==> src/rtl/gray_to_binary_tracker.sv <==
// Gray-to-binary receiver: two-stage conversion pipeline with step tracking,
// illegal multi-bit transition detection and a saturating error counter.
module gray_to_binary_tracker #(
  parameter int WIDTH     = 4,
  parameter int ERR_CNT_W = 8
) (
  input  logic                 clk,
  input  logic                 rst_n,
  input  logic [WIDTH-1:0]     gray_in,
  input  logic                 gray_valid,
  input  logic                 clear,
  output logic [WIDTH-1:0]     bin_out,
  output logic                 bin_valid,
  output logic [WIDTH-1:0]     step,
  output logic                 step_err,
  output logic [ERR_CNT_W-1:0] err_count
);

  typedef enum logic {EMPTY = 1'b0, TRACK = 1'b1} hist_state_t;

  hist_state_t          state_reg, state_next;
  logic [WIDTH-1:0]     g1_reg;
  logic                 v1_reg;
  logic [WIDTH-1:0]     prev_gray_reg, prev_gray_next;
  logic [WIDTH-1:0]     prev_bin_reg, prev_bin_next;
  logic [WIDTH-1:0]     bin_reg, bin_next;
  logic                 bin_valid_reg, bin_valid_next;
  logic [WIDTH-1:0]     step_reg, step_next;
  logic                 step_err_reg, step_err_next;
  logic [ERR_CNT_W-1:0] err_count_reg, err_count_next;

  logic [WIDTH-1:0]     conv_bin;
  logic [WIDTH-1:0]     gray_diff;
  logic                 multi_bit;

  // Each binary bit is the XOR of all Gray bits at or above it.
  genvar gi;
  generate
    for (gi = 0; gi < WIDTH; gi++) begin : g_conv
      assign conv_bin[gi] = ^g1_reg[WIDTH-1:gi];
    end
  endgenerate

  // More than one bit set in the difference means an illegal Gray jump.
  assign gray_diff = g1_reg ^ prev_gray_reg;
  assign multi_bit = (gray_diff & (gray_diff - WIDTH'(1))) != '0;

  always_ff @(posedge clk or negedge rst_n) begin
    if (!rst_n) begin
      g1_reg <= '0;
      v1_reg <= 1'b0;
    end else if (clear) begin
      v1_reg <= 1'b0;
    end else begin
      v1_reg <= gray_valid;
      if (gray_valid) g1_reg <= gray_in;
    end
  end

  always_ff @(posedge clk or negedge rst_n) begin
    if (!rst_n) begin
      state_reg     <= EMPTY;
      prev_gray_reg <= '0;
      prev_bin_reg  <= '0;
      bin_reg       <= '0;
      bin_valid_reg <= 1'b0;
      step_reg      <= '0;
      step_err_reg  <= 1'b0;
      err_count_reg <= '0;
    end else begin
      state_reg     <= state_next;
      prev_gray_reg <= prev_gray_next;
      prev_bin_reg  <= prev_bin_next;
      bin_reg       <= bin_next;
      bin_valid_reg <= bin_valid_next;
      step_reg      <= step_next;
      step_err_reg  <= step_err_next;
      err_count_reg <= err_count_next;
    end
  end

  always_comb begin
    state_next     = state_reg;
    prev_gray_next = prev_gray_reg;
    prev_bin_next  = prev_bin_reg;
    bin_next       = bin_reg;
    bin_valid_next = 1'b0;
    step_next      = step_reg;
    step_err_next  = 1'b0;
    err_count_next = err_count_reg;
    if (clear) begin
      state_next = EMPTY;
    end else if (v1_reg) begin
      bin_next       = conv_bin;
      bin_valid_next = 1'b1;
      prev_gray_next = g1_reg;
      prev_bin_next  = conv_bin;
      state_next     = TRACK;
      case (state_reg)
        EMPTY: step_next = '0;
        TRACK: begin
          step_next     = conv_bin - prev_bin_reg;
          step_err_next = multi_bit;
        end
        default: step_next = '0;
      endcase
      if (step_err_next && (err_count_reg != {ERR_CNT_W{1'b1}}))
        err_count_next = err_count_reg + ERR_CNT_W'(1);
    end
  end

  assign bin_out   = bin_reg;
  assign bin_valid = bin_valid_reg;
  assign step      = step_reg;
  assign step_err  = step_err_reg;
  assign err_count = err_count_reg;

endmodule

==> config.mk <==
export PLATFORM = sky130hd
export DESIGN_NAME = gray_to_binary_tracker
export DESIGN_NICKNAME = d
export VERILOG_FILES = /design/src/rtl/gray_to_binary_tracker.sv
export SDC_FILE = /design/constraint.sdc
export NUM_CORES = 1
export LEC_CHECK = 0
export ABC_AREA = 0
export CAP_MARGIN = 20
export CORE_ASPECT_RATIO = 0.75
export CORE_UTILIZATION = 37
export CTS_CLUSTER_DIAMETER = 150
export DETAILED_ROUTE_END_ITERATION = 10
export HOLD_SLACK_MARGIN = 0.03
export SETUP_SLACK_MARGIN = 0.05
export SLEW_MARGIN = 30
export SYNTH_ARGS = -nofsm -noshare
export SYNTH_HDL_FRONTEND = slang
export SYNTH_SLANG_ARGS = --single-unit
export TNS_END_PERCENT = 5
==> constraint.sdc <==
create_clock -name clk -period 4.74 [get_ports clk]
set_input_delay 0.948 -clock clk [delete_from_list [all_inputs] [get_ports clk]]
set_output_delay 0.948 -clock clk [all_outputs]
set_load 0.05 [all_outputs]
Word-level counts from Yosys, hierarchy flattened
Index checks and enable logic that the tools add are counted.
{"block": "word_totals", "reg_bits": 28, "elab_cells": 37}
{"block": "op_classes", "n_eq_ne": 1, "mux": 11, "bitwise": 4, "n_reduce_logical": 9, "n_addsub": 3}
{"cell": "1-bit two-way mux", "count": 10}
{"cell": "8-bit by 1-bit adder with 8-bit output (second input constant)", "count": 1}
{"cell": "8-bit != test (second input constant)", "count": 1}
{"cell": "4-bit case mux with 2 select lines", "count": 1}
{"cell": "4-bit bitwise AND", "count": 1}
{"cell": "2-bit AND reduction", "count": 2}
{"cell": "4-bit nonzero test", "count": 1}
{"cell": "4-bit parity", "count": 1}
{"cell": "4-bit by 1-bit subtractor with 4-bit output (second input constant)", "count": 1}
{"cell": "4-bit subtractor", "count": 1}
{"cell": "4-bit XOR", "count": 1}
{"cell": "3-bit AND reduction", "count": 1}
{"cell": "3-bit parity", "count": 1}
{"cell": "1-bit inverter", "count": 2}
{"cell": "2-bit nonzero test", "count": 1}
{"cell": "2-bit parity", "count": 1}
{"cell": "1-bit logical AND", "count": 1}

Logic depth before layout (Yosys ltp)
Gate-level depths: netlist of run 1.
{"block": "logic_depth", "ltp_word": 9, "ltp_mapped": 9, "mapped_depth_nobuf": 9}

Worst setup path after synthesis of run 1
OpenSTA, ideal clock, no wires.
{"block": "synth_path", "path_kind": "input to register", "start": "in clear", "end": "reg err_count_reg[6] (netlist: err_count[6])", "setup_ps": 125, "path_stages": 5, "n_path_buf": 0, "setup_slack_ps": 2666, "t_arrival_ps": 1949, "required_time_ps": 4615, "cell_sequence": "nand3b_1 -> a31oi_1 -> o21ai_2 -> nor3_1 -> mux2_2"}
{"block": "synth_via", "elab_chain_cells": 2}
{"item": "start: declaration", "line_no": "11", "text": "input logic clear,"}
{"item": "1-bit inverter (no line)"}
{"item": "3-bit AND reduction (no line)"}
{"item": "end signal: assignment", "line_no": "78", "text": "err_count_reg <= err_count_next;"}
{"item": "end: declaration", "line_no": "30", "text": "logic [ERR_CNT_W-1:0] err_count_reg, err_count_next;"}
No other way between the ends.
A chain may end at the register's enable or synchronous reset.

Worst setup path in the final report of run 1
{"block": "layout_path", "start": "reg err_count_reg[3] (netlist: err_count[3])", "end": "out err_count[3]"}
{"item": "end: declaration", "line_no": "16", "text": "output logic [ERR_CNT_W-1:0] err_count"}
No word-level cell between the ends.

==> results of run 1 <==
[metrics by stage]
step	power (mW)	area, um2	setup slack (ns)
after floorplan	0.538	1260	2.67
after detailed placement	0.634	1540	2.07
final	0.755	1590	2.22
after global routing	0.808	1590	2.15
after global placement	0.627	1540	2.10
after CTS	0.766	1590	2.20
[power by group]
group	switching (mW)	internal, mW
Clock	0.0698	0.0589
Sequential	0.0364	0.271
Combinational	0.191	0.127
Total	0.297	0.458
[synth_stat cells, drive strengths merged, types with 2 or more instances]
master	instances	share of area
o21ai	8	0.035
inv	6	0.018
ha	4	0.040
xnor2	5	0.035
clkbuf	3	0.0090
nor4	2	0.0099
a21oi	3	0.012
nor3	2	0.0080
xor2	10	0.070
nand2b	4	0.020
nor2	5	0.015
mux2	10	0.090
dfrtp	27	0.54
nand2	8	0.024
nand3	3	0.012
[tightest hold or removal path: cells and delay by family, from the launching register on]
family | cells | cell delay [ns]
flops | 1 | 0.35
simple gates | 1 | 0.06
compound gates | 1 | 0.07
[per-layer routing]
layer	GRT usage	up-vias
met4	0.0408	0
met5	0	-
met1	0.181	401
li1	-	416
met3	0.0423	3
met2	0.233	15
[cells by family (layout without fill, tap and decap cells)]
| group | Yosys count | count (layout) | synth area share |
|---|---|---|---|
| buffers and inverters | 10 | 36 | 0.0328 |
| muxes | 10 | 10 | 0.0896 |
| xor gates and xnor gates | 15 | 15 | 0.104 |
| DFF | 27 | 27 | 0.537 |
| and+or+nand+nor | 29 | 29 | 0.122 |
| adders and majority gates | 5 | 5 | 0.0557 |
| AOI/OAI and AO/OA | 13 | 13 | 0.0577 |
[area by class of cell]
class | count | area [um2]
clock buffer | 3 | 41.3
clock inverter | 1 | 5.00
fill | 259 | 1490
inverter | 6 | 22.5
multi-input combinational | 72 | 541
sequential | 27 | 676
tap | 38 | 47.5
timing repair buffer | 26 | 258
[worst min-delay path by stage]
stage,slack (ns),cells past startpoint,end,start
2_1_floorplan,0.48,2,state_reg$_DFFE_PN0P_,v1_reg$_DFF_PN0_
3_5_place_dp,0.48,2,step[3]$_DFFE_PN0P_,step[3]$_DFFE_PN0P_
5_1_grt,0.55,2,step[2]$_DFFE_PN0P_,step[2]$_DFFE_PN0P_
3_3_place_gp,0.46,2,step[1]$_DFFE_PN0P_,step[1]$_DFFE_PN0P_
6_report,0.51,2,step[3]$_DFFE_PN0P_,step[3]$_DFFE_PN0P_
4_1_cts,0.51,2,step[3]$_DFFE_PN0P_,step[3]$_DFFE_PN0P_
==> summary.txt, run 1 <==
CTS
  • Register clock-pin slew on the reported worst setup and hold paths: ~0.09 ns
  • Number of buffers inserted by hold repair at cts: 0
  • Sink count of the clock tree: 27
  • Clock network latency to the later pin of the worst-skew pair: 0.27 ns
  • Max Root-Sink Buffers: 2
  • Maximum level of the CTS H-tree: 1
  • Post-CTS setup buffer count: 0
  • Post-CTS Resized: 0
  • CTS buffer count: 3
  • Clock tree from TritonCTS: done
  • Root buffer cell: sky130_fd_sc_hd__clkbuf_8

Timing
  • Final setup violation count: 0
  • Worst slew margin: 0.566
  • Worst slack on hold paths: 0.507 ns
  • RSZ-0062 raised after global routing: false
  • Summed negative setup slack over all endpoints: 0 ns
  • Slew @ Worst Pin: 0.651 ns
  • Share of the clock period used by the worst path: 0.532
  • Layout Skew: roughly 0.011 ns
  • Max Clk Rate: around 400 MHz
  • Pins Over Slew Limit: 0
  • Count of endpoints failing hold in the final timing report: 0
  • Fin crit period: 2.52 ns

Floorplanning
  • Number of rows in the core area: 17
  • Floorplan die area: 3640 um2
  • Chip Width: 69.3 um
  • Area of the core: 3080 um2
  • Starting utilization of the core area: 0.408
  • Die boundary height: around 52 um
  • Top-Level Pins: 26

Detailed routing
  • Routed met3 length: between 70 and 80 um
  • Average wire length per cell after detail routing: 12.7 um
  • Top routing layer in use: met4
  • Met1 wire length: 1120 um
  • Violation count after the first detailed-route iteration: 43
  • Number of detailed-route iterations in the first pass: 3
  • Final WL: 2190 um
  • Met2 Wirelength: 986 um
  • DRC violation count after routing: 0
  • Number of vias per cell: 4.83
  • Total via count in the routed design: 835
  • Detail Route Antenna Nets: 0

Critical path
  • CP arrival: 1.57 ns
  • Reg-to-Reg Start: g1_reg[2]$_DFFE_PN0P_
  • Launching instance or port of the critical path: err_count[3]$_DFFE_PN0P_
  • Slowest cell on the critical path: sky130_fd_sc_hd__clkdlybuf4s50_1
  • Number of cells on the critical path: 1
  • Capture instance of the worst register-to-register path: step[1]$_DFFE_PN0P_
  • Cell Chain, Critical Path: clkdlybuf4s50_1
  • Worst-path maximum fanout: 6
  • Buffers plus inverters on the worst setup path: 1
  • Critical path class: register to output pin
  • Kind of start point of the critical path: register
  • Number of cells on the worst reg-to-reg path: 7
  • Crit path max-delay family: buffers and inverters
  • Delay contributed by the slowest stage of the critical path: between 0.8 and 0.9 ns
  • End point of the critical path: err_count[3]
  • Required arrival time at the worst endpoint: 3.79 ns
  • Endpoint class of the critical path: output pin
  • Worst reg2reg setup slack: about 2.4 ns

Layout
  • Share of cells above drive strength 1: 0.119
  • Leading cell type in the layout, fill and taps excluded: sky130_fd_sc_hd__dfrtp_1
  • Nets@finish: 149
  • Core utilization of the finished layout: 0.516
  • Antenna Diode Count: 0
  • Area added between synthesis and finish: 26.5%
  • Largest register FFs: 8
  • Most used cells in the layout excluding fill and tap cells: sky130_fd_sc_hd__dfrtp_1 (27), sky130_fd_sc_hd__clkdlybuf4s50_1 (25), sky130_fd_sc_hd__xor2_1 (10), sky130_fd_sc_hd__mux2_2 (9), sky130_fd_sc_hd__nand2_1 (8)
  • Final non-filler cell total: 173

Outcome
  • Run status: completed

Place
  • Port bufs: 25
  • Cell count after placement: 169
  • Final weighted congestion in routability-driven placement: 0.773
  • DPL Wire Length: around 1700 um

Yosys
  • Netlist area before placement: 1260 um2
  • Number of flops mapped to enable cells by yosys: 0
  • Fraction of registers with async set or reset after synthesis: 1.00
  • Sequential-to-total area share from yosys stat: 0.537
  • Main flop type after synthesis: sky130_fd_sc_hd__dfrtp_1
  • Count of distinct cell types in the synthesized netlist: 27
  • Number of instances in the synthesized netlist: 109
  • Syn. warnings: 0
  • Synthesized area divided by synthesized cell count: 11.5 um2
  • Net count after synthesis: 122
  • Number of storage elements in the synthesis netlist: 27

Job
  • Max-cap violations: 0

Pwr
  • Leakage: 0.725 nW
  • Worst-case vdd ir drop: 219 uV
  • Total power density per cell area: 474 nW/um2

Min path
  • Classification of the worst-slack hold path: register to register

Global route
  • GRT Total Usage: 0.141
  • Pin count of the biggest net entering global routing: 28
  • Number of global-route vias before repair: 888
  • Initial antenna violation count: 0
  • First-pass GRT wire length: 4000 um
  • Overflow after GRT: 0
Note: power is estimated with default switching activity, not from simulation.
==> run 2, diff against run 1 <==
==> constraint.sdc (replaced) <==
create_clock -name clk -period 2.44 [get_ports clk]
set_input_delay 0.488 -clock clk [delete_from_list [all_inputs] [get_ports clk]]
set_output_delay 0.488 -clock clk [all_outputs]
set_load 0.05 [all_outputs]
==> run 2 against run 1 <==
Via count grew 0.84%. Largest cell class unchanged. Wire length is essentially flat. Total power grew 96%. Critical endpoint is now step[1]$_DFFE_PN0P_. Count of clock-buffer cells in the layout is the same. Clock power grew 93%. First-iteration DRC count shrank 16%. Clock skew shrank 0.0010 ns.
==> summary.txt, run 2 (synthesis gave the netlist of run 1 again) <==
Pwr
  • Total Power Consumption: 1.48 mW (+96%)
  • Cell internal power dissipation: 0.899 mW (+96%)
  • Total power density per cell area: 917 nW/um2 (+93%)
  • Worst-case vdd ir drop: 381 uV (+74%)
  • Leakage: 0.735 nW (+1.4%)
  • Logic pwr share: 0.425 (+0.004)
  • Part of the total power dissipated in the clock network: 0.168 (-0.002)
  • Fraction of power spent switching nets: 0.392 (-0.00160)
  • Power dissipated by switching net loads: 0.579 mW (+95%)
  • Relative contribution of sequential cells to total power: 0.407 (about the same)

Layout
  • Cell area after layout: 1610 um2 (+1.4%)
  • Most used cells in the layout excluding fill and tap cells: sky130_fd_sc_hd__dfrtp_1 (27), sky130_fd_sc_hd__clkdlybuf4s50_1 (25), sky130_fd_sc_hd__xor2_1 (9), sky130_fd_sc_hd__mux2_2 (9), sky130_fd_sc_hd__nand2_1 (8)
  • Fill count: 272 (+5.0%)
  • Nets@finish: 151 (+1.3%)
  • Area added between synthesis and finish: 28.3%
  • Largest register FFs: 8 (unchanged)
  • Footprint of the flip-flops and latches: 676 um2 (unchanged)
  • Area of the multi-input gates: 548 um2 (+1.4%)
  • Antenna Diode Count: 0 (unchanged)
  • Share of cells above drive strength 1: 0.139 (+0.0202)
  • Leading cell type in the layout, fill and taps excluded: sky130_fd_sc_hd__dfrtp_1

Critical path
  • Reg-to-Reg Start: g1_reg[2]$_DFFE_PN0P_
  • Slowest cell on the critical path: sky130_fd_sc_hd__dfrtp_1
  • Cell Chain, Critical Path: xor2_2 > xnor2_1 > xor2_1 > ha_1 > fa_1 > nand2b_1 > o21ai_0
  • Critical path class: register to register
  • Required arrival time at the worst endpoint: 2.64 ns (-1.15 ns)
  • Launching instance or port of the critical path: g1_reg[2]$_DFFE_PN0P_
  • Number of cells on the worst reg-to-reg path: 7 (unchanged)
  • Endpoint class of the critical path: register
  • Capture instance of the worst register-to-register path: step[1]$_DFFE_PN0P_
  • Worst reg2reg setup slack: 0.31 ns (-2.13 ns)
  • Delay contributed by the slowest stage of the critical path: 0.46 ns (-0.39 ns)
  • Worst-path maximum fanout: 4 (-2)
  • CP arrival: 2.33 ns (+0.76 ns)
  • Kind of start point of the critical path: register
  • End point of the critical path: step[1]$_DFFE_PN0P_

CTS
  • Sink count of the clock tree: 27 (unchanged)
  • CTS buffer count: 3 (unchanged)
  • Clock network latency to the later pin of the worst-skew pair: 0.27 ns (about the same)
  • Maximum level of the CTS H-tree: 1 (unchanged)
  • Post-CTS setup buffer count: 0 (unchanged)
  • Number of buffers inserted by hold repair at cts: 0 (unchanged)
  • Register clock-pin slew on the reported worst setup and hold paths: 0.09 ns (about the same)
  • Root buffer cell: sky130_fd_sc_hd__clkbuf_8
  • Max Root-Sink Buffers: 2 (unchanged)
  • Clock tree from TritonCTS: done

Floorplanning
  • Floorplan die area: 3640 um2 (unchanged)
  • Chip Width: 69.3 um (unchanged)
  • Die boundary height: 52.5 um (unchanged)
  • Top-Level Pins: 26 (unchanged)
  • Area of the core: 3080 um2 (unchanged)
  • Starting utilization of the core area: 0.408 (unchanged)
  • Number of rows in the core area: 17 (unchanged)

Timing
  • Worst slew margin: 0.670 (+0.104)
  • Final setup violation count: 0 (unchanged)
  • Summed negative setup slack over all endpoints: 0 ns (unchanged)
  • Layout Skew: 0.00972 ns (-0.00102 ns)
  • Share of the clock period used by the worst path: 0.873
  • Count of endpoints failing hold in the final timing report: 0 (unchanged)
  • Final critical-path setup slack: 0.309 ns (-1.91 ns)
  • Slew @ Worst Pin: 0.493 ns (-0.158 ns)
  • Max Clk Rate: 469 MHz
  • Worst slack on hold paths: 0.494 ns (-0.0134 ns)
  • Fin crit period: 2.13 ns
  • RSZ-0062 raised after global routing: false
  • Pins Over Slew Limit: 0 (unchanged)

Place
  • Placement-stage cell area: 1560 um2 (+0.97%)
  • Port bufs: 25 (unchanged)
  • Final weighted congestion in routability-driven placement: 0.780 (+0.88%)
  • Worst Setup Slack post-DPL: 0.195 ns (-1.87 ns)
  • DPL Wire Length: 1680 um (-0.45%)

Detailed routing
  • Total via count in the routed design: 842 (+0.84%)
  • DRC violation count after routing: 0 (unchanged)
  • Number of vias per cell: 4.81 (-0.31%)
  • Final WL: 2200 um (about the same)
  • Average wire length per cell after detail routing: 12.5 um (-1.1%)
  • Detail Route Antenna Nets: 0 (unchanged)
  • Violation count after the first detailed-route iteration: 36 (-16%)
  • Number of detailed-route iterations in the first pass: 4 (+1)

Global route
  • Pin count of the biggest net entering global routing: 28 (unchanged)
  • Initial antenna violation count: 0 (unchanged)
  • Overflow after GRT: 0 (unchanged)
  • Number of global-route vias before repair: 820 (-7.7%)
  • First-pass GRT wire length: 3850 um (-3.6%)
  • GRT Total Usage: 0.139 (-0.00185)

Job
  • Max-cap violations: 0 (unchanged)

Outcome
  • Run status: completed

Min path
  • Classification of the worst-slack hold path: register to register
-- run 2: power groups by stage --
stage	Sequential [mW]	Clock (mW)	Combinational, mW
after floorplan	0.775	0	0.271
after global placement	0.605	0	0.626
after detailed placement	0.610	0	0.630
after CTS	0.601	0.263	0.634
after global routing	0.617	0.283	0.691
final	0.601	0.249	0.628
-- run 2: timing repair --
| action | 4_1_cts | 5_1_grt |
|---|---|---|
| hold endpoints to repair | 0 | 0 |
| setup endpoints to repair | 0 | 1 |
| resized for setup | 0 | 1 |
-- run 2: area by class of cell --
class,count,area share
Sequential cell,27,0.419
Multi-Input combinational cell,72,0.340
Timing Repair Buffer,28,0.169
Tap cell,38,0.0295
Clock buffer,3,0.0256
Inverter,6,0.0140
Clock inverter,1,0.00310
-- run 2: per-stage QoR --
step / std cells / utilization
5_1_grt: 175 / 0.523
3_5_place_dp: 171 / 0.505
3_3_place_gp: 171 / 0.505
2_1_floorplan: 109 / -
4_1_cts: 175 / 0.520
6_report: 175 / 0.523
-- run 2: worst min path at each step --
stage / slack (ns) / depth (start not counted) / end / from
after global routing: 0.53 / 2 / step[0]$_DFFE_PN0P_ / step[0]$_DFFE_PN0P_
after detailed placement: 0.47 / 2 / step[0]$_DFFE_PN0P_ / step[0]$_DFFE_PN0P_
after CTS: 0.50 / 2 / step[0]$_DFFE_PN0P_ / step[0]$_DFFE_PN0P_
after floorplan: 0.19 / 0 / bin_out[0]$_DFFE_PN0P_ / rst_n
final: 0.49 / 2 / step[0]$_DFFE_PN0P_ / step[0]$_DFFE_PN0P_
after global placement: 0.46 / 2 / step[0]$_DFFE_PN0P_ / step[0]$_DFFE_PN0P_
-- run 2: critical path, delay by kind of cell, from the launching register on --
family	cells	cell delay, ns
AOI/OAI and AO/OA	1	0.15
xor gates and xnor gates	3	0.71
adders and majority gates	2	0.61
DFF	1	0.46
and+or+nand+nor	1	0.14
-- run 2: layer usage --
layer	track usage	wire (um)
met5	0	0
met1	0.187	1130
met4	0.0306	9
met3	0.0462	93
met2	0.220	959
==> run 3, diff against run 2 <==
==> constraint.sdc (replaced) <==
create_clock -name clk -period 1.99 [get_ports clk]
set_input_delay 0.398 -clock clk [delete_from_list [all_inputs] [get_ports clk]]
set_output_delay 0.398 -clock clk [all_outputs]
set_load 0.05 [all_outputs]
==> run 3 against run 2 <==
Wire length grew 4.2%. Largest power group unchanged. Non-clock buffer count increased by 11. Clock skew fell by 0.0035 ns. Critical endpoint unchanged.
==> summary.txt, run 3 (synthesis gave the netlist of run 1 again) <==
Critical path
  • Slowest cell on the critical path: sky130_fd_sc_hd__dfrtp_1
  • Delay contributed by the slowest stage of the critical path: 0.42 ns (-0.04 ns)
  • Worst reg2reg setup slack: 0.02 ns (-0.29 ns)
  • CP arrival: 2.18 ns (-0.15 ns)
  • Worst-path maximum fanout: 2 (-2)
  • Endpoint class of the critical path: register
  • Cell Chain, Critical Path: xor2_2 > xnor2_2 > xor2_1 > ha_2 > fa_1 > nand2b_4 > o21ai_2
  • Kind of start point of the critical path: register
  • Crit path max-delay family: adder cells
  • Buffers plus inverters on the worst setup path: 0 (unchanged)
  • Required arrival time at the worst endpoint: 2.20 ns (-0.44 ns)
  • Critical path class: register to register

Timing
  • Share of the clock period used by the worst path: 0.991 (+0.118)
  • Final critical-path setup slack: 0.0175 ns (-0.291 ns)
  • Slew @ Worst Pin: 0.502 ns (+0.00857 ns)
  • Fin crit period: 1.97 ns (-0.159 ns)
  • Count of endpoints failing hold in the final timing report: 0 (unchanged)
  • Max Clk Rate: 507 MHz (+8.0%)
  • Layout Skew: 0.00626 ns (-0.00347 ns)
  • Final setup violation count: 0 (unchanged)
  • Pins Over Slew Limit: 0 (unchanged)
  • RSZ-0062 raised after global routing: true
  • Worst slew margin: 0.665 (-0.00523)

Floorplanning
  • Number of rows in the core area: 17 (unchanged)
  • Top-Level Pins: 26 (unchanged)
  • Die boundary height: 52.5 um (unchanged)
  • Floorplan die area: 3640 um2 (unchanged)
  • Area of the core: 3080 um2 (unchanged)
  • Starting utilization of the core area: 0.408 (unchanged)
  • Chip Width: 69.3 um (unchanged)

CTS
  • Clock tree from TritonCTS: done
  • Max Root-Sink Buffers: 2 (unchanged)
  • Register clock-pin slew on the reported worst setup and hold paths: 0.09 ns (about the same)
  • Root buffer cell: sky130_fd_sc_hd__clkbuf_8
  • Maximum level of the CTS H-tree: 1 (unchanged)
  • Sink count of the clock tree: 27 (unchanged)
  • CTS buffer count: 3 (unchanged)
  • Clock network latency to the later pin of the worst-skew pair: 0.27 ns (about the same)

Detailed routing
  • Average wire length per cell after detail routing: 12.3 um (-2.0%)
  • DRC violation count after routing: 0 (unchanged)
  • Detail Route Antenna Nets: 0 (unchanged)
  • Final WL: 2290 um (+4.2%)
  • Total via count in the routed design: 869 (+3.2%)
  • Violation count after the first detailed-route iteration: 18 (-50%)
  • Number of vias per cell: 4.67 (-2.9%)
  • Number of detailed-route iterations in the first pass: 4 (unchanged)

Global route
  • First-pass GRT wire length: 3980 um (+3.4%)
  • GRT Total Usage: 0.146 (+0.00617)
  • Number of global-route vias before repair: 888 (+8.3%)
  • Pin count of the biggest net entering global routing: 28 (unchanged)
  • Overflow after GRT: 0 (unchanged)
  • Initial antenna violation count: 0 (unchanged)

Place
  • DPL Wire Length: 1740 um (+3.5%)
  • Final weighted congestion in routability-driven placement: 0.780 (about the same)
  • Port bufs: 25 (unchanged)
  • Placement-stage cell area: 1630 um2 (+4.8%)
  • Worst Setup Slack post-DPL: -0.0402 ns (-0.236 ns)

Layout
  • Leading cell type in the layout, fill and taps excluded: sky130_fd_sc_hd__dfrtp_1
  • Core utilization of the finished layout: 0.566 (+0.0430)
  • Most used cells in the layout excluding fill and tap cells: sky130_fd_sc_hd__dfrtp_1 (27), sky130_fd_sc_hd__buf_4 (17), sky130_fd_sc_hd__clkdlybuf4s50_1 (16), sky130_fd_sc_hd__xor2_1 (9), sky130_fd_sc_hd__mux2_2 (9)
  • Area added between synthesis and finish: 38.8%
  • Nets@finish: 162 (+7.3%)
  • Cell area after layout: 1750 um2 (+8.2%)
  • Largest register FFs: 8 (unchanged)
  • Antenna Diode Count: 0 (unchanged)
  • Share of cells above drive strength 1: 0.284 (+0.145)
  • Fill count: 274 (+0.74%)

Pwr
  • Total Power Consumption: 1.92 mW (+30%)
  • Worst-case vdd ir drop: 568 uV (+49%)
  • Total power density per cell area: 1100 nW/um2 (+20%)
  • Leakage: 0.894 nW (+22%)

Job
  • Max-cap violations: 0 (unchanged)

Min path
  • Classification of the worst-slack hold path: input port to async pin

Outcome
  • Run status: completed
==> run 3: worst register-to-register path, delay by kind of cell (launching register included) <==
| kind | cells | cell delay (ns) |
|---|---|---|
| XOR/XNOR | 3 | 0.60 |
| AO/OA/AOI/OAI | 1 | 0.10 |
| flip-flops | 1 | 0.42 |
| adder cells (fa/ha/maj) | 2 | 0.65 |
| AND/OR/NAND/NOR | 1 | 0.15 |
==> run 3: what timing repair did <==
item	4_1_cts	5_1_grt
hold buffers	0	0
gates resized for setup	7	10
buffers inserted	1	1
pin swaps	6	7
endpoints found under the setup margin	4	11
==> run 3: worst paths after layout <==
| check | cells after the start | start | endpoint |
|---|---|---|---|
| min in group clk | 2 | step[0]$_DFFE_PN0P_ | step[0]$_DFFE_PN0P_ |
| max in group asynchronous | 2 | rst_n | g1_reg[3]$_DFFE_PN0P_ |
| setup / recovery | 7 | g1_reg[3]$_DFFE_PN0P_ | step[1]$_DFFE_PN0P_ |
| hold reg to reg | 2 | step[0]$_DFFE_PN0P_ | step[0]$_DFFE_PN0P_ |
| setup reg to reg | 7 | g1_reg[3]$_DFFE_PN0P_ | step[1]$_DFFE_PN0P_ |
| hold / removal | 2 | rst_n | bin_out[0]$_DFFE_PN0P_ |
==> run 3: report_power, final <==
group	switching (mW)	internal, mW	total, mW	leakage (nW)
Clock	0.165	0.140	0.305	0.0255
Sequential	0.0857	0.647	0.732	0.347
Combinational	0.488	0.393	0.881	0.521
Total	0.738	1.18	1.92	0.894
==> run 3: area by class of cell <==
| class | instances | area (um2) | share of cell area |
|---|---|---|---|
| flip-flops and latches | 27 | 676 | 0.387 |
| clock inverters | 1 | 5.00 | 0.00287 |
| well taps | 38 | 47.5 | 0.0272 |
| repair buffers | 39 | 359 | 0.206 |
| inverters | 6 | 22.5 | 0.0129 |
| multi-input cells | 72 | 594 | 0.341 |
| clock buffers | 3 | 41.3 | 0.0237 |
==> run 3: layer usage <==
metal / part of all wire / track usage
met1: 0.50 / 0.191
met2: 0.45 / 0.236
met3: 0.045 / 0.0481
met4: 0.0039 / 0.0306
met5: 0 / 0
==> run 3: metrics by stage <==
step	hold WS, ns	TNS [ns]	std cells
after global placement	0.461	-0.0271	180
after CTS	0.499	-0.0402	185
final	0.486	0	186
after detailed placement	0.477	-0.0842	180
after global routing	0.515	-0.171	186
after floorplan	0.102	0	109
